===== config.mk =====
export PLATFORM = sky130hd
export DESIGN_NAME = nibble_serial_sub
export DESIGN_NICKNAME = d
export VERILOG_FILES = /design/src/rtl/nibble_serial_sub.sv
export SDC_FILE = /design/constraint.sdc
export NUM_CORES = 1
export LEC_CHECK = 0
export ABC_AREA = 0
export ABC_CLOCK_PERIOD_IN_PS = 1550
export CAP_MARGIN = 20
export CORE_MARGIN = 2
export CORE_UTILIZATION = 45
export DETAILED_ROUTE_END_ITERATION = 8
export HOLD_SLACK_MARGIN = 0.05
export PLACE_DENSITY = 0.78
export SYNTH_ARGS = -nofsm -noshare
export SYNTH_HDL_FRONTEND = slang
export SYNTH_SLANG_ARGS = --single-unit

===== constraint.sdc =====
create_clock -name clk -period 1.55 [get_ports clk]
set_input_delay 0.155 -clock clk [delete_from_list [all_inputs] [get_ports clk]]
set_output_delay 0.155 -clock clk [all_outputs]
set_load 0.01 [all_outputs]

===== src/rtl/nibble_serial_sub.sv =====
// rtl/nibble_serial_sub.sv - nibble-serial subtractor D = A - B - Bin with valid/ready handshakes
//
// Purpose:
//   Computes D = A + ~B + ~Bin one 4-bit nibble per clock through a single
//   carry-lookahead slice. The carry is held in a register between nibbles.
//   Sequence: IDLE (accept operands) -> RUN (NIB cycles) -> DONE (hold result
//   until consumed) -> IDLE.
//
// Configuration macro:
//   NSS_SAT_EN - when defined, D saturates to the signed limit on overflow (V=1).
//
// Ports:
//   clk        in   1      clock, all state updates on posedge
//   rst        in   1      synchronous reset, active-high
//   in_valid   in   1      A, B, Bin valid
//   in_ready   out  1      unit can accept operands (IDLE)
//   A          in   WIDTH  minuend
//   B          in   WIDTH  subtrahend
//   Bin        in   1      borrow in
//   out_valid  out  1      D and flags valid
//   out_ready  in   1      consumer accepts result
//   D          out  WIDTH  difference, low WIDTH bits
//   Bout       out  1      borrow out (1 iff A < B + Bin unsigned)
//   V          out  1      signed overflow
//   Z          out  1      1 iff unsaturated difference is zero

module nibble_serial_sub #(
  parameter int WIDTH = 16
) (
  input  logic             clk,
  input  logic             rst,
  input  logic             in_valid,
  output logic             in_ready,
  input  logic [WIDTH-1:0] A,
  input  logic [WIDTH-1:0] B,
  input  logic             Bin,
  output logic             out_valid,
  input  logic             out_ready,
  output logic [WIDTH-1:0] D,
  output logic             Bout,
  output logic             V,
  output logic             Z
);

  localparam int NIB = WIDTH / 4;
  localparam int CW  = (NIB > 1) ? $clog2(NIB) : 1;
  localparam logic [CW-1:0] LAST_NIB = CW'(NIB - 1);

  typedef enum logic [1:0] {
    S_IDLE = 2'd0,
    S_RUN  = 2'd1,
    S_DONE = 2'd2
  } state_t;

  state_t           r_state;
  logic [WIDTH-1:0] r_a;
  logic [WIDTH-1:0] r_b;
  logic [WIDTH-1:0] r_d;
  logic [CW-1:0]    r_cnt;
  logic             r_carry;
  logic             r_nz;
  logic             r_bout;
  logic             r_v;
  logic             r_z;
  logic             r_out_valid;

  logic [3:0]       w_a_nib;
  logic [3:0]       w_bn_nib;
  logic [3:0]       w_g;
  logic [3:0]       w_p;
  logic [4:0]       w_c;
  logic [3:0]       w_s;
  logic             w_last;
  logic             w_v;
  logic [WIDTH-1:0] w_d_next;
  logic [WIDTH-1:0] w_d_final;

  // Operands are shifted right one nibble per RUN cycle, so the slice always
  // works on bits [3:0]; on the last nibble bit 3 is the original sign bit.
  assign w_a_nib  = r_a[3:0];
  assign w_bn_nib = ~r_b[3:0];
  assign w_g      = w_a_nib & w_bn_nib;
  assign w_p      = w_a_nib ^ w_bn_nib;

  // Lookahead carries: each carry is a flat sum of products, no ripple chain.
  assign w_c[0] = r_carry;
  assign w_c[1] = w_g[0] | (w_p[0] & w_c[0]);
  assign w_c[2] = w_g[1] | (w_p[1] & w_g[0]) | (w_p[1] & w_p[0] & w_c[0]);
  assign w_c[3] = w_g[2] | (w_p[2] & w_g[1]) | (w_p[2] & w_p[1] & w_g[0])
                | (w_p[2] & w_p[1] & w_p[0] & w_c[0]);
  assign w_c[4] = w_g[3] | (w_p[3] & w_g[2]) | (w_p[3] & w_p[2] & w_g[1])
                | (w_p[3] & w_p[2] & w_p[1] & w_g[0])
                | (w_p[3] & w_p[2] & w_p[1] & w_p[0] & w_c[0]);
  assign w_s    = w_p ^ w_c[3:0];

  assign w_last = (r_cnt == LAST_NIB);
  assign w_v    = (r_a[3] ^ r_b[3]) & (w_s[3] ^ r_a[3]);

  // Result nibbles enter at the top and shift down; after NIB cycles the
  // first nibble computed sits in D[3:0].
  assign w_d_next = {w_s, r_d[WIDTH-1:4]};

`ifdef NSS_SAT_EN
  assign w_d_final = !w_v    ? w_d_next :
                     r_a[3]  ? {1'b1, {(WIDTH-1){1'b0}}} :
                               {1'b0, {(WIDTH-1){1'b1}}};
`else
  assign w_d_final = w_d_next;
`endif

  assign in_ready  = (r_state == S_IDLE);
  assign out_valid = r_out_valid;
  assign D         = r_d;
  assign Bout      = r_bout;
  assign V         = r_v;
  assign Z         = r_z;

  always_ff @(posedge clk) begin
    if (rst) begin
      r_state     <= S_IDLE;
      r_a         <= '0;
      r_b         <= '0;
      r_d         <= '0;
      r_cnt       <= '0;
      r_carry     <= 1'b0;
      r_nz        <= 1'b0;
      r_bout      <= 1'b0;
      r_v         <= 1'b0;
      r_z         <= 1'b0;
      r_out_valid <= 1'b0;
    end else begin
      case (r_state)
        S_IDLE: begin
          if (in_valid) begin
            r_a     <= A;
            r_b     <= B;
            r_carry <= ~Bin;
            r_cnt   <= '0;
            r_nz    <= 1'b0;
            r_state <= S_RUN;
          end
        end
        S_RUN: begin
          r_a     <= {4'b0000, r_a[WIDTH-1:4]};
          r_b     <= {4'b0000, r_b[WIDTH-1:4]};
          r_carry <= w_c[4];
          // Zero detect accumulates over raw nibbles, so Z ignores saturation.
          r_nz    <= r_nz | (|w_s);
          if (w_last) begin
            r_d         <= w_d_final;
            r_cnt       <= '0;
            r_bout      <= ~w_c[4];
            r_v         <= w_v;
            r_z         <= ~(r_nz | (|w_s));
            r_out_valid <= 1'b1;
            r_state     <= S_DONE;
          end else begin
            r_d   <= w_d_next;
            r_cnt <= r_cnt + 1'b1;
          end
        end
        S_DONE: begin
          if (out_ready) begin
            r_out_valid <= 1'b0;
            r_state     <= S_IDLE;
          end
        end
        default: begin
          r_state     <= S_IDLE;
          r_out_valid <= 1'b0;
        end
      endcase
    end
  end

endmodule

* Word-level counts from Yosys, hierarchy flattened
Index checks and enable logic that the tools add are counted.
** Storage, ports and cells
- Output and inout bits :: 21
- Register bits after elaboration :: 58
- Input port bits :: 37
- Word-level logic and storage cells :: 81
** Cells by class
- Bitwise operators :: 38
- Reduce and logical (&&, ||, !) cells :: 7
- $add $sub $neg :: 1
- Equality and inequality tests :: 6
- Mux-type cells :: 18
** Operator list (count)
- $pmux W16 S2 :: 2
- $mux W16 :: 2
- $and A1 B1 Y1 :: 17
- $or A1 B1 Y1 :: 11
- $mux W2 :: 5
- $xor A4 B4 Y4 :: 2
- $ne A2 B2 Y1 const B :: 3
- $pmux W2 S3 :: 1
- $reduce_and A3 Y1 :: 2
- $and A4 B4 Y4 :: 1
- $eq A2 B2 Y1 const B :: 2
- $mux W1 :: 4
- $not A1 Y1 :: 4
- $not A4 Y4 :: 1
- $pmux W1 S2 :: 2
- $pmux W2 S2 :: 1
- $reduce_and A2 Y1 :: 2
- $reduce_or A4 Y1 :: 1
- $pmux W1 S3 :: 1
- $add A2 B1 Y2 const B :: 1
- $eq A2 B1 Y1 const B :: 1
- $logic_not A2 Y1 :: 1
- $reduce_bool A2 Y1 :: 1
- $xor A1 B1 Y1 :: 2

* Logic depth before layout (Yosys ltp)
Gate-level depths: netlist of run 1.
- Depth after elaboration :: 10
- Depth in mapped cells :: 7
- Depth with buffers taken out :: 6

* Worst setup path before layout of run 1
Ideal clock, no wire load.
- Kind :: reg2reg
- Start :: register r_b[0]
- End :: register r_v (netlist: V)
- Slack :: 0.000 ns
- Required time :: 1.454 ns
- Stages on the path, launching flop included :: 7
- Setup time :: 0.096 ns
- Arrival time :: 1.455 ns
- Period minus slack after synthesis :: 1.550 ns
- Path through :: dfxtp_1 -> inv_1 -> ha_1 -> a211o_1 -> a21o_1 -> xnor2_1 -> o41ai_2
** On the way
- Cells in the longest elaborated chain, start to end :: 8
- Elaborated cells between the ends (all ways) :: 11
- Those cells by class :: bitwise (11)
** RTL lines
- start, declared :: line 57 : logic [WIDTH-1:0] r_b;
- start signal, assigned :: line 145 : r_b <= {4'b0000, r_b[WIDTH-1:4]};
- $not A4 Y4 (*) :: line 81 : assign w_bn_nib = ~r_b[3:0];
- $and A4 B4 Y4 / $xor A4 B4 Y4 (equally long branches) :: line 82, 83
- $and A1 B1 Y1 (on tied branches) :: line 89, 90
- $or A1 B1 Y1 / $and A1 B1 Y1 (equally long branches) :: line 89, 90
- $or A1 B1 Y1 (*) :: line 90 : | (w_p[2] & w_p[1] & w_p[0] & w_c[0]);
- $xor A4 B4 Y4 (*) :: line 94 : assign w_s = w_p ^ w_c[3:0];
- $xor A1 B1 Y1 (*) :: line 97 : assign w_v = (r_a[3] ^ r_b[3]) & (w_s[3] ^ r_a[3]);
- $and A1 B1 Y1 (*) :: line 97
- end signal, assigned :: line 153 : r_v <= w_v;
- end, declared :: line 63 : logic r_v;
Every way passes the cells marked *; elsewhere a longest branch is shown, timed or not.
A chain may end at the register's enable or synchronous reset.

* Final worst setup path of run 1
- Start :: register r_b[1]
- End :: register r_v (netlist: V)
** On the way
- Cells in the longest elaborated chain, start to end :: 9
- Elaborated cells between the ends (all ways) :: 14
- Those cells by class :: bitwise (14)
** RTL lines
- $not A4 Y4 (*) :: line 81
- $and A4 B4 Y4 / $xor A4 B4 Y4 (equally long branches) :: line 82, 83
- $and A1 B1 Y1 (on tied branches) :: line 89, 90
- $or A1 B1 Y1 (tied with other cells) :: line 89 : assign w_c[3] = w_g[2] | (w_p[2] & w_g[1]) | (w_p[2] & w_p[1] & w_g[0])
- $or A1 B1 Y1 / $and A1 B1 Y1 (equally long branches) :: line 89, 90
- $or A1 B1 Y1 (*) :: line 90
- $xor A4 B4 Y4 (*) :: line 94
- $xor A1 B1 Y1 (*) :: line 97
- $and A1 B1 Y1 (*) :: line 97
Marked as above.

==> summary.txt, run 1 <==
Status
  – Outcome: complete, but fails checks
  – Failing checks: setup timing

Floorplan
  – I/O pins: 58
  – Die width: 81.3 um
  – Die Ht: 81.3 um
  – Area of the die: ~6600 um^2
  – Core outline area: 5850 um^2
  – # rows: 28
  – Starting Density: 46.0%

Cells and area
  – Non-filler cells, final: 485
  – Final Util: about 62%
  – Design area: 3620 um^2
  – P&R area growth vs syn: 34.5%
  – Final net count: 449
  – # fillers: 529
  – Layout cells sized above 1: 13.7%
  – Antenna Cells: 0

STA
  – Slew @ Worst Pin: between 400 and 500 ps
  – Max-slew violations: 0
  – Endpoints failing hold: 0
  – Slew margin rel.: slightly above 70%
  – Clock skew: slightly above 8 ps
  – Final setup violation count: 4
  – Final Cycle Share: 103%
  – Final setup TNS: -156 ps
  – Tmin final: 1600 ps
  – RSZ-0062 raised after global routing: true
  – Setup ws final: -54.2 ps
  – Max Freq: just over 0.6 GHz

Placement
  – IO Port Bufs: 57
  – Post-detail-place hpwl: 4.38 mm
  – GPL Wtd Cong: 0.857
  – Placed cells: around 470
  – Post-DP Area: ~3400 um^2

Yosys
  – Post-synth net total: 387
  – Avg Inst Size Synth: 7.82 um^2
  – Synthesized area: 2690 um^2
  – Cells after synthesis: 344
  – Register bit total from synthesis: 58
  – Register area share after synthesis: 43.1%
  – Netlist cell types: 36
  – Synth Warn #: 0

Setup path
  – Critical-path top delay cell: a211o_1
  – RR Startpoint: r_b[1]
  – Crit path DAT: 1850 ps
  – Startpoint Class: flop
  – Critical path origin: r_b[1]
  – Critical path type: flop to flop
  – WP buf/inv: 1
  – Critical Path, Cell by Cell: inv_1 -> ha_4 -> a211o_1 -> a21o_1 -> xnor2_1 -> o41ai_2
  – Slowest cell delay on critical path: 330 ps
  – CP required: 1800 ps
  – Setup crit end kind: flop
  – Top cell family by delay on the critical path: compound AO/OA/AOI/OAI gates
  – CP Max Fanout: 4

Power and ir drop
  – Combinational share of power: approximately 21%
  – Max VDD drop: 536 uV
  – Seq pwr share: ~45%
  – Power density cells: 1020 nW/um^2
  – Leakage power: roughly 1.4 nW
  – Net Switching: 1.05 mW
  – Switching portion of total power: 28.5%
  – Internal Power: 2.63 mW
  – Overall power: ~3.7 mW
  – Clk pwr share: 34.3%

Detailed routing
  – Post-route ant nets: 0
  – DR WL/cell: 13.1 um
  – DRT iter0 DRCs: 87
  – Drt first pass iters: 4
  – Vias: around 2500
  – Residual DRC count: 0
  – DR vias/cell: 5.16
  – Drt total wl: about 6.3 mm

Clocking
  – Total CTS buffers: 9
  – # H-tree levels: 3
  – Latest clock arrival within the worst-skew pair: 340 ps
  – # hold bufs at CTS: 0
  – Root buf cell: clkbuf_8
  – Clk slew on worst S/H paths: roughly 70 ps
  – CTS tree: done
  – Clock Path Buffers: 2
  – TritonCTS Sinks: 58

Hold path
  – Hold_sp: rst
  – Worst Hold Class: input port to flop

GRT
  – Global-route wire length before repair: 10.5 mm
  – Largest net degree at the start of global routing: 28
  – Initial antenna violation count: 0
  – GRT overflow: 0
  – Vias in the first global route: 2402
  – GRT Util Overall: 20.5%

Run
  – MaxCap Viol Count: 0
-- stage by stage --
| step | worst slack (ps) | hold slack [ps] |
|---|---|---|
| after detailed placement | -74.7 | 449 |
| after floorplan | 14.0 | 303 |
| after global routing | -140 | 252 |
| final | -54.2 | 245 |
| after global placement | -37.1 | 443 |
| after CTS | -54.1 | 241 |
-- flip-flops by register name (all words and copies together) (netlist names), 2 cells and up --
name / cells
D: 16
r_b: 16
r_cnt: 2
r_state: 2
r_a: 16
-- repair_timing --
action                                  CTS  global route
pin swaps                                 2             5
endpoints found under the setup margin    8             7
resized for setup                         7             7
buffers inserted                          0             1
-- worst register-to-register path, cell delays in order, from the launching register on --
cell	delay (ps)
dfxtp_1	300
inv_1	90
ha_4	190
a211o_1	330
a21o_1	270
xnor2_1	150
o41ai_2	190
-- cells by family (layout without fill, tap and decap cells) --
| kind of cell | count (synthesis) | after routing | share of synthesized area (%) |
|---|---|---|---|
| buffers and inverters | 32 | 98 | 5.90 |
| adder cells (fa/ha/maj) | 6 | 6 | 3.07 |
| XOR/XNOR | 3 | 3 | 0.976 |
| AO/OA/AOI/OAI | 74 | 74 | 18.0 |
| multiplexers | 1 | 1 | 0.418 |
| flip-flops | 58 | 58 | 43.1 |
| AND/OR/NAND/NOR | 170 | 170 | 28.5 |
-- power by group through the flow --
stage	sequential (mW)	combinational (mW)	clock [mW]
floorplan	1.67	0.461	0
global placement	1.68	0.708	0
detailed placement	1.68	0.721	0
CTS	1.65	0.733	1.28
global route	1.67	0.841	1.35
finish	1.65	0.762	1.26
-- cell usage after synthesis --
cell       n  area, um^2
a211o_1    2        17.5
a211oi_1   1        7.51
a211oi_2   4        50.1
a21o_1     1        7.51
a21oi_1   45         225
a221oi_1   1        8.76
a22o_1     1        8.76
a22oi_1    9        67.6
a32o_1     1        10.0
buf_1      2        7.51
buf_2     13        65.1
buf_4      2        15.0
buf_6      2        22.5
clkbuf_1   8        30.0
dfxtp_1   58        1160
fa_1       1        20.0
ha_1       5        62.6
inv_1      5        18.8
mux2_2     1        11.3
nand2_1   31         116
nand2b_1   2        12.5
nand4b_1   1        8.76
nor2_1    84         315
nor2b_1   24         150
nor3_1    23         115
nor3b_1    2        15.0
nor3b_2    1        12.5
nor4b_2    1        15.0
o21a_1     2        15.0
o21ai_0    4        20.0
o31a_1     1        8.76
o31ai_4    1        21.3
o41ai_2    1        16.3
or2_1      1        6.26
xnor2_1    2        17.5
xor2_1     1        8.76
-- path summary, 6_finish.rpt --
path,endpoint,slack [ps],cells after the start
max,V,-50,6
min,D[8],250,2
max reg2reg,V,-50,6
min reg2reg,D[3],450,2
-- layer usage --
metal  track usage, %  up-vias  wire [um]
met5                0        -          0
met4             12.0        0        117
met3             4.33       12        248
met2             34.6       57       3100
met1             23.9     1166       2870
li1                 -     1267          -
-- cell usage in the layout, fill, tap and decap left out, drive strengths merged --
master	instances
mux2	1
clkinvlp	3
inv	5
nor3	23
nor4b	1
o41ai	1
clkbuf	11
nor3b	3
fa	1
a221oi	1
a211o	2
a21oi	45
o21ai	4
xor2	1
dfxtp	58
o21a	2
nor2	84
nor2b	24
clkdlybuf4s50	55
a21o	1
nand4b	1
a22oi	9
o31ai	1
or2	1
clkinv	1
dlygate4sd2	1
a211oi	5
nand2b	2
buf	22
a22o	1
xnor2	2
o31a	1
nand2	31
a32o	1
ha	5
-- layout make-up --
type                       instances  area [um^2]  share of cell area, %
timing repair buffer              78          747                   20.6
tap                               75         93.8                   2.59
clock inverter                     4         27.5                  0.760
inverter                           5         21.3                  0.587
sequential                        58         1170                   32.3
multi-input combinational        254         1410                   39.0
clock buffer                      11          151                   4.18
Power figures use the tool's default switching activity.
==> run 2: changes to the inputs <==
--- a/config.mk
+++ b/config.mk
@@ -9,10 +9,12 @@
 export ABC_CLOCK_PERIOD_IN_PS = 1550
 export CAP_MARGIN = 20
 export CORE_MARGIN = 2
-export CORE_UTILIZATION = 45
+export CORE_UTILIZATION = 47
+export CTS_BUF_LIST = sky130_fd_sc_hd__clkbuf_8
 export DETAILED_ROUTE_END_ITERATION = 8
 export HOLD_SLACK_MARGIN = 0.05
-export PLACE_DENSITY = 0.78
+export PLACE_DENSITY = 0.81
+export SLEW_MARGIN = 20
 export SYNTH_ARGS = -nofsm -noshare
 export SYNTH_HDL_FRONTEND = slang
 export SYNTH_SLANG_ARGS = --single-unit
==> summary.txt, run 2 (same netlist as run 1, synthesis figures left out) <==
Status
  – Outcome: complete, but fails checks
  – Failing checks: setup timing

Floorplan
  – I/O pins: 58 (unchanged)
  – # rows: 27 (-3.6%)
  – Area of the die: 6350 um^2 (-4.1%)
  – Starting Density: 48.9% (+2.9 points)
  – Die width: 79.7 um (-2.0%)
  – Core outline area: 5510 um^2 (-5.9%)
  – Die Ht: 79.7 um (-2.0%)

Detailed routing
  – DRT iter0 DRCs: 107 (+23%)
  – Drt first pass iters: 5 (+1)
  – Vias: 2485 (-0.68%)
  – DR WL/cell: 13.0 um (-0.17%)
  – Residual DRC count: 0 (unchanged)
  – DR vias/cell: 5.16 (about the same)
  – Drt total wl: 6.28 mm (-0.79%)
  – Post-route ant nets: 0 (unchanged)

STA
  – Clock skew: 5.50 ps (-2.58 ps)
  – RSZ-0062 raised after global routing: true
  – Final setup TNS: -20.6 ps (+135 ps)
  – Final setup violation count: 2 (-2)
  – Final Cycle Share: 101% (-2.3 points)
  – Max Freq: 0.637 GHz (+2.3%)
  – Endpoints failing hold: 0 (unchanged)
  – Slew @ Worst Pin: 531 ps (+97.3 ps)
  – Tmin final: 1570 ps (-35.3 ps)
  – Max-slew violations: 0 (unchanged)
  – Setup ws final: -18.9 ps (+35.3 ps)
  – Hold slack final: 304 ps (+59.2 ps)
  – Slew margin rel.: 64.6% (-6.5 points)

Cells and area
  – Most frequent cells in the layout: 84 x nor2_1, 55 x dfxtp_1, 55 x clkdlybuf4s50_1
  – Commonest non-fill, non-tap cell in the layout: nor2_1
  – Design area: 3610 um^2 (-0.38%)
  – Final Util: 65.5% (+3.6 points)
  – Layout cells sized above 1: 13.9% (+0.24 points)
  – Non-filler cells, final: 482 (-0.62%)
  – P&R area growth vs syn: 34.0%
  – Antenna Cells: 0 (unchanged)
  – # fillers: 466 (-12%)
  – Final net count: 451 (+0.45%)

Clocking
  – TritonCTS Sinks: 58 (unchanged)
  – Latest clock arrival within the worst-skew pair: 330 ps (about the same)
  – Root buf cell: clkbuf_8
  – Clk slew on worst S/H paths: 60 ps (about the same)
  – Total CTS buffers: 9 (unchanged)
  – # H-tree levels: 3 (unchanged)
  – Clock Path Buffers: 2 (unchanged)
  – CTS tree: done

Setup path
  – Crit path DAT: 1810 ps (-40 ps)
  – Setup crit end kind: flop
  – CP required: 1790 ps (about the same)
  – WP buf/inv: 0 (-1)
  – Startpoint Class: flop
  – Critical-path top delay cell: dfxtp_4
  – Top cell family by delay on the critical path: compound AO/OA/AOI/OAI gates
  – Critical path type: flop to flop
  – Slowest cell delay on critical path: 360 ps (+30 ps)
  – CP Max Fanout: 4 (unchanged)
  – Critical Path, Cell by Cell: ha_4 -> a211o_1 -> a21o_4 -> xnor2_2 -> o41ai_2

GRT
  – Vias in the first global route: 2394 (-0.33%)
  – Global-route wire length before repair: 10.4 mm (-0.86%)
  – Largest net degree at the start of global routing: 30 (+7.1%)
  – Initial antenna violation count: 0 (unchanged)
  – GRT Util Overall: 21.0% (+0.49 points)
  – GRT overflow: 0 (unchanged)

Run
  – MaxCap Viol Count: 0 (unchanged)

Placement
  – IO Port Bufs: 57 (unchanged)
  – Post-place setup slack: -80.6 ps (-5.90 ps)
  – Post-DP Area: 3390 um^2 (+0.18%)
  – GPL Wtd Cong: 0.837 (-2.4%)
  – Placed cells: 469 (unchanged)
  – Post-detail-place hpwl: 4.50 mm (+2.7%)

Power and ir drop
  – Overall power: 3.59 mW (-2.2%)
  – Max VDD drop: 622 uV (+16%)
  – Power density cells: 996 nW/um^2 (-1.9%)
  – Leakage power: 1.45 nW (+1.1%)

Hold path
  – Worst Hold Class: input port to flop
==> run 2: cell types whose count changed in the layout (fill, tap and decap cells not counted), sizes merged <==
| cell | previous run | this run |
|---|---|---|
| clkinvlp | 3 | 0 |
| clkinv | 1 | 0 |
| buf | 22 | 24 |
| inv | 5 | 7 |
==> run 2: area by class of cell <==
class / count / area (um^2) / share of cell area, %
multi-input combinational: 254 / 1420 / 39.4
inverter: 5 / 21.3 / 0.590
clock buffer: 11 / 151 / 4.20
tap: 72 / 90.1 / 2.50
sequential: 58 / 1170 / 32.4
clock inverter: 2 / 7.51 / 0.208
timing repair buffer: 80 / 749 / 20.8
==> run 2: path summary, 6_finish.rpt <==
check	from	end	slack, ps	cells past startpoint
max	r_a[0]	V	-20	5
min reg2reg	D[3]	D[3]	460	2
max reg2reg	r_a[0]	V	-20	5
min	rst	D[11]	300	2
==> run 2: repair_timing <==
item	4_1_cts	5_1_grt
setup endpoints to repair	7	7
hold endpoints to repair	0	0
setup buffers	0	0
pin swaps	4	3
gates resized for setup	8	8
hold buffers	0	0
==> run 2: power breakdown <==
part / total, mW / internal, mW / switching (mW)
combinational: 0.791 / 0.404 / 0.387
clock: 1.15 / 0.628 / 0.521
sequential: 1.65 / 1.59 / 0.0635
==> run 2: per-layer routing <==
metal | wire length [um] | share of wire (%) | up-vias | global-route usage (%)
met4 | 31 | 0.49 | 0 | 6.38
met2 | 3140 | 50 | 59 | 36.5
met5 | 0 | 0 | - | 0
met1 | 2820 | 45 | 1146 | 24.3
met3 | 295 | 4.7 | 2 | 7.24
li1 | - | - | 1278 | -
==> run 2: worst reg2reg max path: cells and delay by family, from the launching register on <==
family / cells / cell delay (ps)
compound gates: 3 / 750
flops: 1 / 360
fa+ha+maj: 1 / 230
xor+xnor: 1 / 140
